## src/rtl/weather_sensor_conditioner.sv

```systemverilog
// Conditions raw weather samples into stable wind/temperature/visibility/thunderstorm values
// and forces worst-case weather on sensor loss. Optional feature macro: SENSOR_RANGE_CHECK_EN.
module weather_sensor_conditioner #(
  parameter int AVG_LOG2       = 2,
  parameter int TS_DEBOUNCE    = 3,
  parameter int TIMEOUT_CYCLES = 1000
) (
  input  logic       CLK,
  input  logic       RST,
  input  logic       sample_valid,
  input  logic [5:0] raw_wind,
  input  logic [7:0] raw_temperature,
  input  logic [1:0] raw_visibility,
  input  logic       raw_thunderstorm,
  output logic [5:0] wind,
  output logic [7:0] temperature,
  output logic [1:0] visibility,
  output logic       thunderstorm,
  output logic       data_valid,
  output logic       sensor_fault
`ifdef SENSOR_RANGE_CHECK_EN
  ,
  output logic       sample_rejected
`endif
);

  localparam int DEPTH  = 1 << AVG_LOG2;
  localparam int WSUM_W = 6 + AVG_LOG2;
  localparam int TSUM_W = 8 + AVG_LOG2;
  localparam int DB_W   = $clog2(TS_DEBOUNCE + 1);
  localparam int WD_W   = $clog2(TIMEOUT_CYCLES + 1);

  localparam logic [DB_W-1:0]     DB_ONE   = DB_W'(1);
  localparam logic [DB_W-1:0]     DB_LIMIT = DB_W'(TS_DEBOUNCE);
  localparam logic [WD_W-1:0]     WD_ONE   = WD_W'(1);
  localparam logic [WD_W-1:0]     WD_LIMIT = WD_W'(TIMEOUT_CYCLES);
  localparam logic [AVG_LOG2-1:0] PTR_ONE  = AVG_LOG2'(1);

  logic [5:0]          wind_buf [DEPTH];
  logic [7:0]          temp_buf [DEPTH];
  logic [AVG_LOG2-1:0] ptr;
  logic [WSUM_W-1:0]   wind_sum;
  logic [TSUM_W-1:0]   temp_sum;
  logic                primed;
  logic [DB_W-1:0]     ts_cnt;
  logic [DB_W-1:0]     vis_cnt;
  logic [1:0]          vis_cand;
  logic [WD_W-1:0]     wd_cnt;

  logic                accept;
  logic                wd_expire;
  logic [WSUM_W-1:0]   wind_sum_next;
  logic [TSUM_W-1:0]   temp_sum_next;
  logic                ts_next;
  logic [DB_W-1:0]     ts_cnt_next;
  logic [1:0]          vis_next;
  logic [1:0]          vis_cand_next;
  logic [DB_W-1:0]     vis_cnt_next;
  logic [DB_W-1:0]     vis_step;

`ifdef SENSOR_RANGE_CHECK_EN
  // All-ones wind and most-negative temperature are the sensor's error codes.
  logic range_err;
  assign range_err = (raw_wind == 6'h3F) || (raw_temperature == 8'h80);
  assign accept    = sample_valid && !range_err;
`else
  assign accept    = sample_valid;
`endif

  assign wd_expire = !accept && !sensor_fault && ((wd_cnt + WD_ONE) == WD_LIMIT);

  // Running sums; an unprimed window is preloaded so the first output equals the sample.
  always_comb begin
    wind_sum_next = '0;
    temp_sum_next = '0;
    if (primed) begin
      wind_sum_next = wind_sum - {{AVG_LOG2{1'b0}}, wind_buf[ptr]}
                               + {{AVG_LOG2{1'b0}}, raw_wind};
      temp_sum_next = temp_sum - {{AVG_LOG2{temp_buf[ptr][7]}}, temp_buf[ptr]}
                               + {{AVG_LOG2{raw_temperature[7]}}, raw_temperature};
    end else begin
      wind_sum_next = {raw_wind, {AVG_LOG2{1'b0}}};
      temp_sum_next = {raw_temperature, {AVG_LOG2{1'b0}}};
    end
  end

  always_comb begin
    ts_next     = thunderstorm;
    ts_cnt_next = '0;
    if (raw_thunderstorm != thunderstorm) begin
      if ((ts_cnt + DB_ONE) == DB_LIMIT) ts_next = ~thunderstorm;
      else                               ts_cnt_next = ts_cnt + DB_ONE;
    end
  end

  // Visibility worsens at once but only improves after a stable run of one better code.
  always_comb begin
    vis_next      = visibility;
    vis_cand_next = vis_cand;
    vis_cnt_next  = '0;
    vis_step      = '0;
    if (raw_visibility > visibility) begin
      vis_next = raw_visibility;
    end else if (raw_visibility < visibility) begin
      if (raw_visibility == vis_cand) begin
        vis_step = vis_cnt + DB_ONE;
      end else begin
        vis_cand_next = raw_visibility;
        vis_step      = DB_ONE;
      end
      if (vis_step == DB_LIMIT) vis_next     = vis_cand_next;
      else                      vis_cnt_next = vis_step;
    end
  end

  always_ff @(posedge CLK or negedge RST) begin
    if (!RST) begin
      for (int i = 0; i < DEPTH; i++) begin
        wind_buf[i] <= '0;
        temp_buf[i] <= '0;
      end
      ptr          <= '0;
      wind_sum     <= '0;
      temp_sum     <= '0;
      primed       <= 1'b0;
      ts_cnt       <= '0;
      vis_cnt      <= '0;
      vis_cand     <= '0;
      wd_cnt       <= '0;
      wind         <= '0;
      temperature  <= '0;
      visibility   <= '0;
      thunderstorm <= 1'b0;
      data_valid   <= 1'b0;
      sensor_fault <= 1'b0;
`ifdef SENSOR_RANGE_CHECK_EN
      sample_rejected <= 1'b0;
`endif
    end else begin
      data_valid <= 1'b0;
`ifdef SENSOR_RANGE_CHECK_EN
      sample_rejected <= sample_valid && range_err;
`endif
      if (accept) begin
        if (primed) begin
          wind_buf[ptr] <= raw_wind;
          temp_buf[ptr] <= raw_temperature;
          ptr           <= ptr + PTR_ONE;
        end else begin
          for (int i = 0; i < DEPTH; i++) begin
            wind_buf[i] <= raw_wind;
            temp_buf[i] <= raw_temperature;
          end
        end
        wind_sum     <= wind_sum_next;
        temp_sum     <= temp_sum_next;
        primed       <= 1'b1;
        // Taking the upper bits of a two's-complement sum is a floor division.
        wind         <= wind_sum_next[AVG_LOG2 +: 6];
        temperature  <= temp_sum_next[AVG_LOG2 +: 8];
        thunderstorm <= ts_next;
        ts_cnt       <= ts_cnt_next;
        visibility   <= vis_next;
        vis_cand     <= vis_cand_next;
        vis_cnt      <= vis_cnt_next;
        wd_cnt       <= '0;
        sensor_fault <= 1'b0;
        data_valid   <= 1'b1;
      end else if (wd_expire) begin
        sensor_fault <= 1'b1;
        thunderstorm <= 1'b1;
        visibility   <= 2'b11;
        ts_cnt       <= '0;
        vis_cnt      <= '0;
        primed       <= 1'b0;
        wd_cnt       <= WD_LIMIT;
        data_valid   <= 1'b1;
      end else if (wd_cnt != WD_LIMIT) begin
        wd_cnt <= wd_cnt + WD_ONE;
      end
    end
  end

endmodule

```

## config.mk

```make
export PLATFORM = sky130hd
export DESIGN_NAME = weather_sensor_conditioner
export DESIGN_NICKNAME = d
export VERILOG_FILES = /design/src/rtl/weather_sensor_conditioner.sv
export SDC_FILE = /design/constraint.sdc
export NUM_CORES = 1
export LEC_CHECK = 0
export CAP_MARGIN = 20
export CORE_ASPECT_RATIO = 0.8
export CORE_MARGIN = 4
export CORE_UTILIZATION = 45
export CTS_CLUSTER_SIZE = 12
export DETAILED_ROUTE_END_ITERATION = 6
export SETUP_SLACK_MARGIN = 0.4
export SLEW_MARGIN = 20
export SYNTH_ARGS = -nofsm -noshare
export SYNTH_HDL_FRONTEND = slang
export SYNTH_SLANG_ARGS = --single-unit
export TNS_END_PERCENT = 50
```

## constraint.sdc

```tcl
create_clock -name CLK -period 6.6 [get_ports CLK]
set_input_delay 1.32 -clock CLK [delete_from_list [all_inputs] [get_ports CLK]]
set_output_delay 1.32 -clock CLK [all_outputs]
set_load 0.01 [all_outputs]
```

==> results.md, run 1 <==
* Final hold violations at 0
* Min-Delay Endpoint: wind_buf[11]
* Max Root-Sink Buffers at 2
* Combinational share of power at about 61%
* First-pass GRT wire length at around 21,000 microns
* Synth cell types at 54
* All-Layer GR Usage at 18.2%
* Setup Buffers After CTS at 0
* Crit path max fanout at 6
* Max_cap viols at 0
* R2r setup slk at approximately 2.9 ns
* Hpwl dp at 8440 microns
* Critical-path top delay cell: fa_1
* CP startpoint kind: input port
* Routed Antenna Nets at 0
* Int Pwr at approximately 2.4 mW
* Avg WL per Cell at between 15 and 20 microns
* Critical Path AT at approximately 4.2 ns
* Die Span Y at approximately 110 microns
* Cell family with most CP delay: adder cells
* Router iterations before antenna repair at 5
* Status: completed
* Vias/cell at 5.30
* Reg power frac at between 20% and 30%
* Setup violators final at 0
* Cells resized by post-CTS repair at 0
* Crit path capture type: flip-flop
* Syn Inst Count at around 570
* Commonest cells post-synth: 98 x dfrtp_1, 74 x o21ai_0, 72 x nand2_1
* Worst slack, placed at 2.29 ns
* WP buf/inv at 3
* CTS tree: built
* Final Cell Area at approximately 6500 sq um
* Slew Viols, Final at 0
* Skew final at ~0.0065 ns
* Asr flop ratio synth at 100%
* Die ar. at about 15,000 sq um
* Net count reported at finish at roughly 660
* Vias at roughly 4.1k
* Worst hold start: wind_buf[11]
* Number of core rows at 36
* Pwr/cell area at roughly 620 nW/um^2
* Die W at about 130 microns
* RR Endpoint: temperature[6]
* Clock share of power at 14.0%
* Hold_ws at just under 0.5 ns
* Area grow syn2layout at 13.4%
* Final min period at ~4.0 ns
* Worst setup path category: input port to flip-flop
* Initial DRC Count at around 270
* H-tree depth at 3
* Routability congestion estimate from global placement at about 0.86
* Worst Hold Class: flip-flop to flip-flop
* Fillers at ~1.1k
* Area of the mapped netlist at roughly 5700 sq um
* Least-Margin Pin Slew at approximately 0.9 ns
* Syn. warnings at 0
* CTS Sinks at between 90 and 100
* P_sw at roughly 1.7 mW
* Mapped Nets at 636
* Synthesized flop and latch total at 98
* Core Region at between 10,000 and 15,000 sq um
* Clock-pin slew on the worst setup and hold paths at 0.06 ns
* DRC viols at 0
* FMAX at ~250 MHz
* Worst reg2reg path depth at 10
* Period utilisation layout at between 60% and 70%
* Post-route setup TNS at 0 ns
* Vias in the first global route at 4,201
* Post-CTS Hold Buffers at 0
* Post-Route WL at about 12,000 microns
* RSZ-0062 raised after global routing: no
* Initial antenna violation count at 0
* Num ports at 39
* Synth area leaders: dfrtp_1 43%, o21ai_0 6.5%, ha_1 6.1%
* Worst path cell trace: clkdlybuf4s50_1 -> inv_1 -> fa_1 -> inv_1 -> fa_1 -> a21o_1 -> a21oi_1 -> nor2b_1 -> o41ai_1 -> mux2i_1 -> o221ai_1
* Top FF cell, synth: dfrtp_1
* Placed inst area at between 6000 and 7000 sq um
* Post-synth EDFFs at 0
* Syn avg cell area at ~10 sq um
* Top-area cell type share of the netlist area at between 40% and 50%
* Slew headroom at roughly two fifths
* Crit path required time at approximately 6.8 ns
* Final worst-path setup slack at about 2.6 ns
* CTS buffer count at 9
* Count leader, synth: dfrtp_1
* Pin count of the biggest net entering global routing at 57
* Root buffer cell: clkbuf_16
* Share of cells above drive strength 1 at under 10%
* RR Startpoint: ptr[1]
* Worst-Skew Late Latency at between 0.3 and 0.4 ns
* Synth area leader: dfrtp_1
* Worst VDD drop at 0.256 mV
* CP peak stage delay at between 0.5 and 0.6 ns
* Sw frac at 41.4%
* Grt total ovfl at 0
* Tot Pwr at 4.03 mW
* Diodes inserted at 0
* Port Buffers at 38
* Starting Density at between 40% and 50%
* Leak at roughly 3.0 nW
* Post-synthesis sequential area ratio at 43.0%
* Hold-critical path depth at 2
-- flip-flops by register name, summed over array words and instances (netlist names), named ones only --
register,count
visibility,2
temp_sum,2
data_valid,1
temp_buf,32
ts_cnt,2
wind_sum,2
temperature,8
sensor_fault,1
thunderstorm,1
wind,6
wind_buf,24
vis_cnt,2
primed,1
wd_cnt,10
ptr,2
-- final cells by class --
cell class	instances	area (sq um)	area share [%]
Clock buffer	11	243	3.75
Clock inverter	5	77.6	1.20
Inverter	68	255	3.95
Multi-Input combinational cell	372	2800	43.3
Sequential cell	98	2450	37.9
Tap cell	171	214	3.31
Timing Repair Buffer	45	425	6.58
-- through the flow --
stage | utilization, % | std cells
after global placement | 50.0 | 754
after detailed placement | 50.0 | 754
after global routing | 52.6 | 770
after CTS | 52.6 | 770
after floorplan | - | 573
final | 52.6 | 770
-- how the worst max path moves through the flow --
stage                             from             end  slack (ns)  cells past startpoint
finish              raw_temperature[1]  temperature[6]        2.63                     11
floorplan           raw_temperature[1]  temperature[6]        2.97                     10
detailed placement  raw_temperature[1]  temperature[6]        2.29                     11
global route        raw_temperature[1]  temperature[6]        2.40                     11
CTS                 raw_temperature[1]  temperature[6]        2.62                     11
global placement    raw_temperature[1]  temperature[6]        2.35                     11
-- power by group through the flow --
stage / clock network [mW] / registers (mW) / logic (mW)
after global routing: 0.606 / 1.05 / 2.81
after CTS: 0.579 / 1.02 / 2.47
after floorplan: 0 / 0.968 / 1.98
final: 0.565 / 1.02 / 2.45
after detailed placement: 0 / 1.03 / 2.44
after global placement: 0 / 1.01 / 2.36
-- cells by family (layout without fill, tap and decap cells) --
kind of cell,after synthesis,in the layout,share of synthesized area [%]
xor gates and xnor gates,22,22,3.38
buffers and inverters,103,129,7.92
muxes,35,35,9.41
and+or+nand+nor,138,138,11.0
DFF,98,98,43.0
AOI/OAI and AO/OA,134,134,13.9
adders and majority gates,43,43,11.4
-- worst min-delay path: stages, from the launching register on --
cell and delay (ns):
dfrtp_1 0.34, nand2_1 0.04, o21ai_0 0.06
-- cell usage in the layout (no fill, tap or decap), types with 2 or more instances in the layout --
master and count:
nand2_1 72, nand3_1 7, a32o_1 2, o22ai_1 3, nand4_1 5, clkinv_2 2, o21bai_1 2, a21oi_1 18
and2_1 2, mux2i_1 12, nor3_1 4, nand2b_1 2, a21o_1 7, nor2b_1 4, inv_2 2, o21ai_1 4
xnor2_1 12, nor4_1 4, fa_1 15, clkdlybuf4s50_1 36, buf_4 8, inv_1 66, a211oi_1 5, and3_1 4
xor2_1 10, o211ai_1 2, mux2_2 9, clkbuf_16 9, a21boi_0 2, bufinv_16 2, dfrtp_1 98, nor2_1 26
o21ai_0 74, ha_1 28, mux4_2 14, o221ai_1 4
-- per-layer routing --
layer  GRT usage [%]  wire, microns
met4            4.55            127
met3            3.87            580
met1            24.9           5830
met2            29.8           5690
met5               0              0
(Power assumes the default switching activity.)
==> inputs of run 2 (changes only) <==
- PLACE_DENSITY: default -> 0.66
- clock period: 6.6 -> 3.65 ns (I/O delays scaled with it)
==> results.md, run 2 (synthesis gave the netlist of run 1 again) <==
* Status: completed
* Met1 Use GR at 24.8% (-0.12 points)
* Avg WL per Cell at 15.8 microns (-0.65%)
* Final hold violations at 0 (unchanged)
* CTS Sinks at 98 (unchanged)
* RSZ-0062 raised after global routing: yes
* Pin count of the biggest net entering global routing at 89 (+56%)
* Diodes inserted at 0 (unchanged)
* Worst reg2reg path depth at 14 (+4)
* Slew headroom at 42.8% (+3.9 points)
* Max Root-Sink Buffers at 2 (unchanged)
* Grt total ovfl at 0 (unchanged)
* Post-route setup TNS at 0 ns (unchanged)
* Grt met3 use at 4.89% (+1.0 points)
* Worst Hold Class: input port to asynchronous set/reset pin
* Routability congestion estimate from global placement at 0.814 (-5.2%)
* Worst setup path category: flip-flop to flip-flop
* Area grow syn2layout at 18.9%
* Clock-pin slew on the worst setup and hold paths at 0.07 ns (about the same)
* DRC viols at 0 (unchanged)
* Number of core rows at 36 (unchanged)
* Fillers at 1,058 (-7.0%)
* Worst-Skew Late Latency at 0.35 ns (about the same)
* Num ports at 39 (unchanged)
* CTS buffer count at 9 (unchanged)
* Number of flip-flops in the largest register at 32 (unchanged)
* Commonest non-fill, non-tap cell in the layout: dfrtp_1
* All-Layer GR Usage at 18.4% (+0.20 points)
* Die ar. at 14,600 sq um (unchanged)
* Initial antenna violation count at 0 (unchanged)
* Critical Path AT at 3.44 ns (-0.73 ns)
* GR peak layer: met2
* Post-CTS Hold Buffers at 0 (unchanged)
* Period utilisation layout at 87.8%
* Post-Route WL at 12,500 microns (+1.9%)
* Skew final at 0.00339 ns (-0.00307 ns)
* Starting Density at 46.4% (unchanged)
* Top flop regs: temp_buf x32, wind_buf x24, wd_cnt x10
* Vias in the first global route at 4,418 (+5.2%)
* Root buffer cell: clkbuf_16
* Hpwl dp at 8590 microns (+1.7%)
* Core Region at 12,300 sq um (unchanged)
* Final min period at roughly 3.2 ns
* H-tree depth at 3 (unchanged)
* Routed Antenna Nets at 0 (unchanged)
* Worst slack, placed at -0.0536 ns (-2.34 ns)
* Router iterations before antenna repair at 4 (-1)
* Initial DRC Count at 269 (-1.5%)
* FMAX at around 310 MHz
* First-pass GRT wire length at 21,300 microns (+0.92%)
* Setup violators final at 0 (unchanged)
* Crit path capture type: flip-flop
* Share of cells above drive strength 1 at 16.6% (+7.0 points)
* Vias/cell at 5.28 (-0.43%)
* CP startpoint kind: flip-flop
* Crit path max fanout at 4 (-2)
* Vias at 4,170 (+2.2%)
* Port Buffers at 38 (unchanged)
* Max_cap viols at 0 (unchanged)
* Crit path required time at 3.89 ns (-2.91 ns)
* R2r setup slk at 0.45 ns (-2.43 ns)
* Slew Viols, Final at 0 (unchanged)
* Commonest non-fill, non-tap cells in the layout: 96 x dfrtp_1, 72 x nand2_1, 71 x o21ai_0
* CTS tree: built
* Grt met2 use at 30.1% (+0.25 points)
* Biggest register: temp_buf
* Die W at 134 microns (unchanged)
* Die Span Y at 109 microns (unchanged)
* Final worst-path setup slack at 0.447 ns (-2.19 ns)
* Least-Margin Pin Slew at 0.858 ns (-0.0590 ns)
* Net count reported at finish at 677 (+3.0%)
## run 2: cell count changes in the layout (fill, tap and decap cells not counted), sizes merged
| cell | previous run | this run |
|---|---|---|
| buf | 9 | 29 |
| clkinv | 2 | 0 |
| bufinv | 2 | 1 |
| clkbuf | 11 | 13 |
| inv | 68 | 69 |
## run 2: cell type report
class | instances | area (sq um) | area share, %
Clock buffer | 13 | 260 | 3.84
Clock inverter | 3 | 46.3 | 0.683
Inverter | 68 | 255 | 3.76
Multi-Input combinational cell | 372 | 2940 | 43.4
Sequential cell | 98 | 2450 | 36.2
Tap cell | 171 | 214 | 3.15
Timing Repair Buffer | 65 | 611 | 9.00
## run 2: critical path, stage by stage (launching register included)
cell	delay, ns
dfrtp_2	0.45
buf_6	0.13
buf_6	0.11
buf_6	0.10
mux4_2	0.43
fa_1	0.56
inv_2	0.05
ha_4	0.26
o21ai_2	0.05
o21bai_1	0.19
o21ai_1	0.11
buf_4	0.14
a2111o_1	0.36
nand4b_1	0.10
nor2_1	0.05
## run 2: through the flow
step / area (sq um) / util, % / std cells / hold slack [ns]
3_5_place_dp: 6220 / 50.6 / 764 / 0.466
6_report: 6780 / 55.2 / 790 / 0.406
4_1_cts: 6640 / 54.0 / 785 / 0.482
5_1_grt: 6780 / 55.2 / 790 / 0.506
2_1_floorplan: 5720 / - / 573 / 0.434
3_3_place_gp: 6220 / 50.6 / 764 / 0.458
## run 2: metal layers
| metal | wire length [microns] | vias up |
|---|---|---|
| li1 | - | 2016 |
| met1 | 5760 | 2066 |
| met2 | 5980 | 75 |
| met3 | 626 | 13 |
| met4 | 93 | 0 |
| met5 | 0 | - |
## run 2: final timing paths
kind	start	to
worst min register to register	temp_buf[14]	temp_buf[14]
max in group asynchronous	RST	visibility[1]
min in group CLK	temp_buf[14]	temp_buf[14]
worst min-delay path	RST	wd_cnt[9]
worst max-delay path	ptr[0]	temperature[7]
worst max register to register	ptr[0]	temperature[7]
## run 2: repair_timing
item | 4_1_cts | 5_1_grt
endpoints found under the setup margin | 6 | 6
gates resized for setup | 16 | 22
pin swaps | 5 | 14
setup buffers | 5 | 5
Power of run 2 is left out: the tool's default activity adds up to more than one toggle a clock period on the data nets, which glitch-free logic cannot reach.
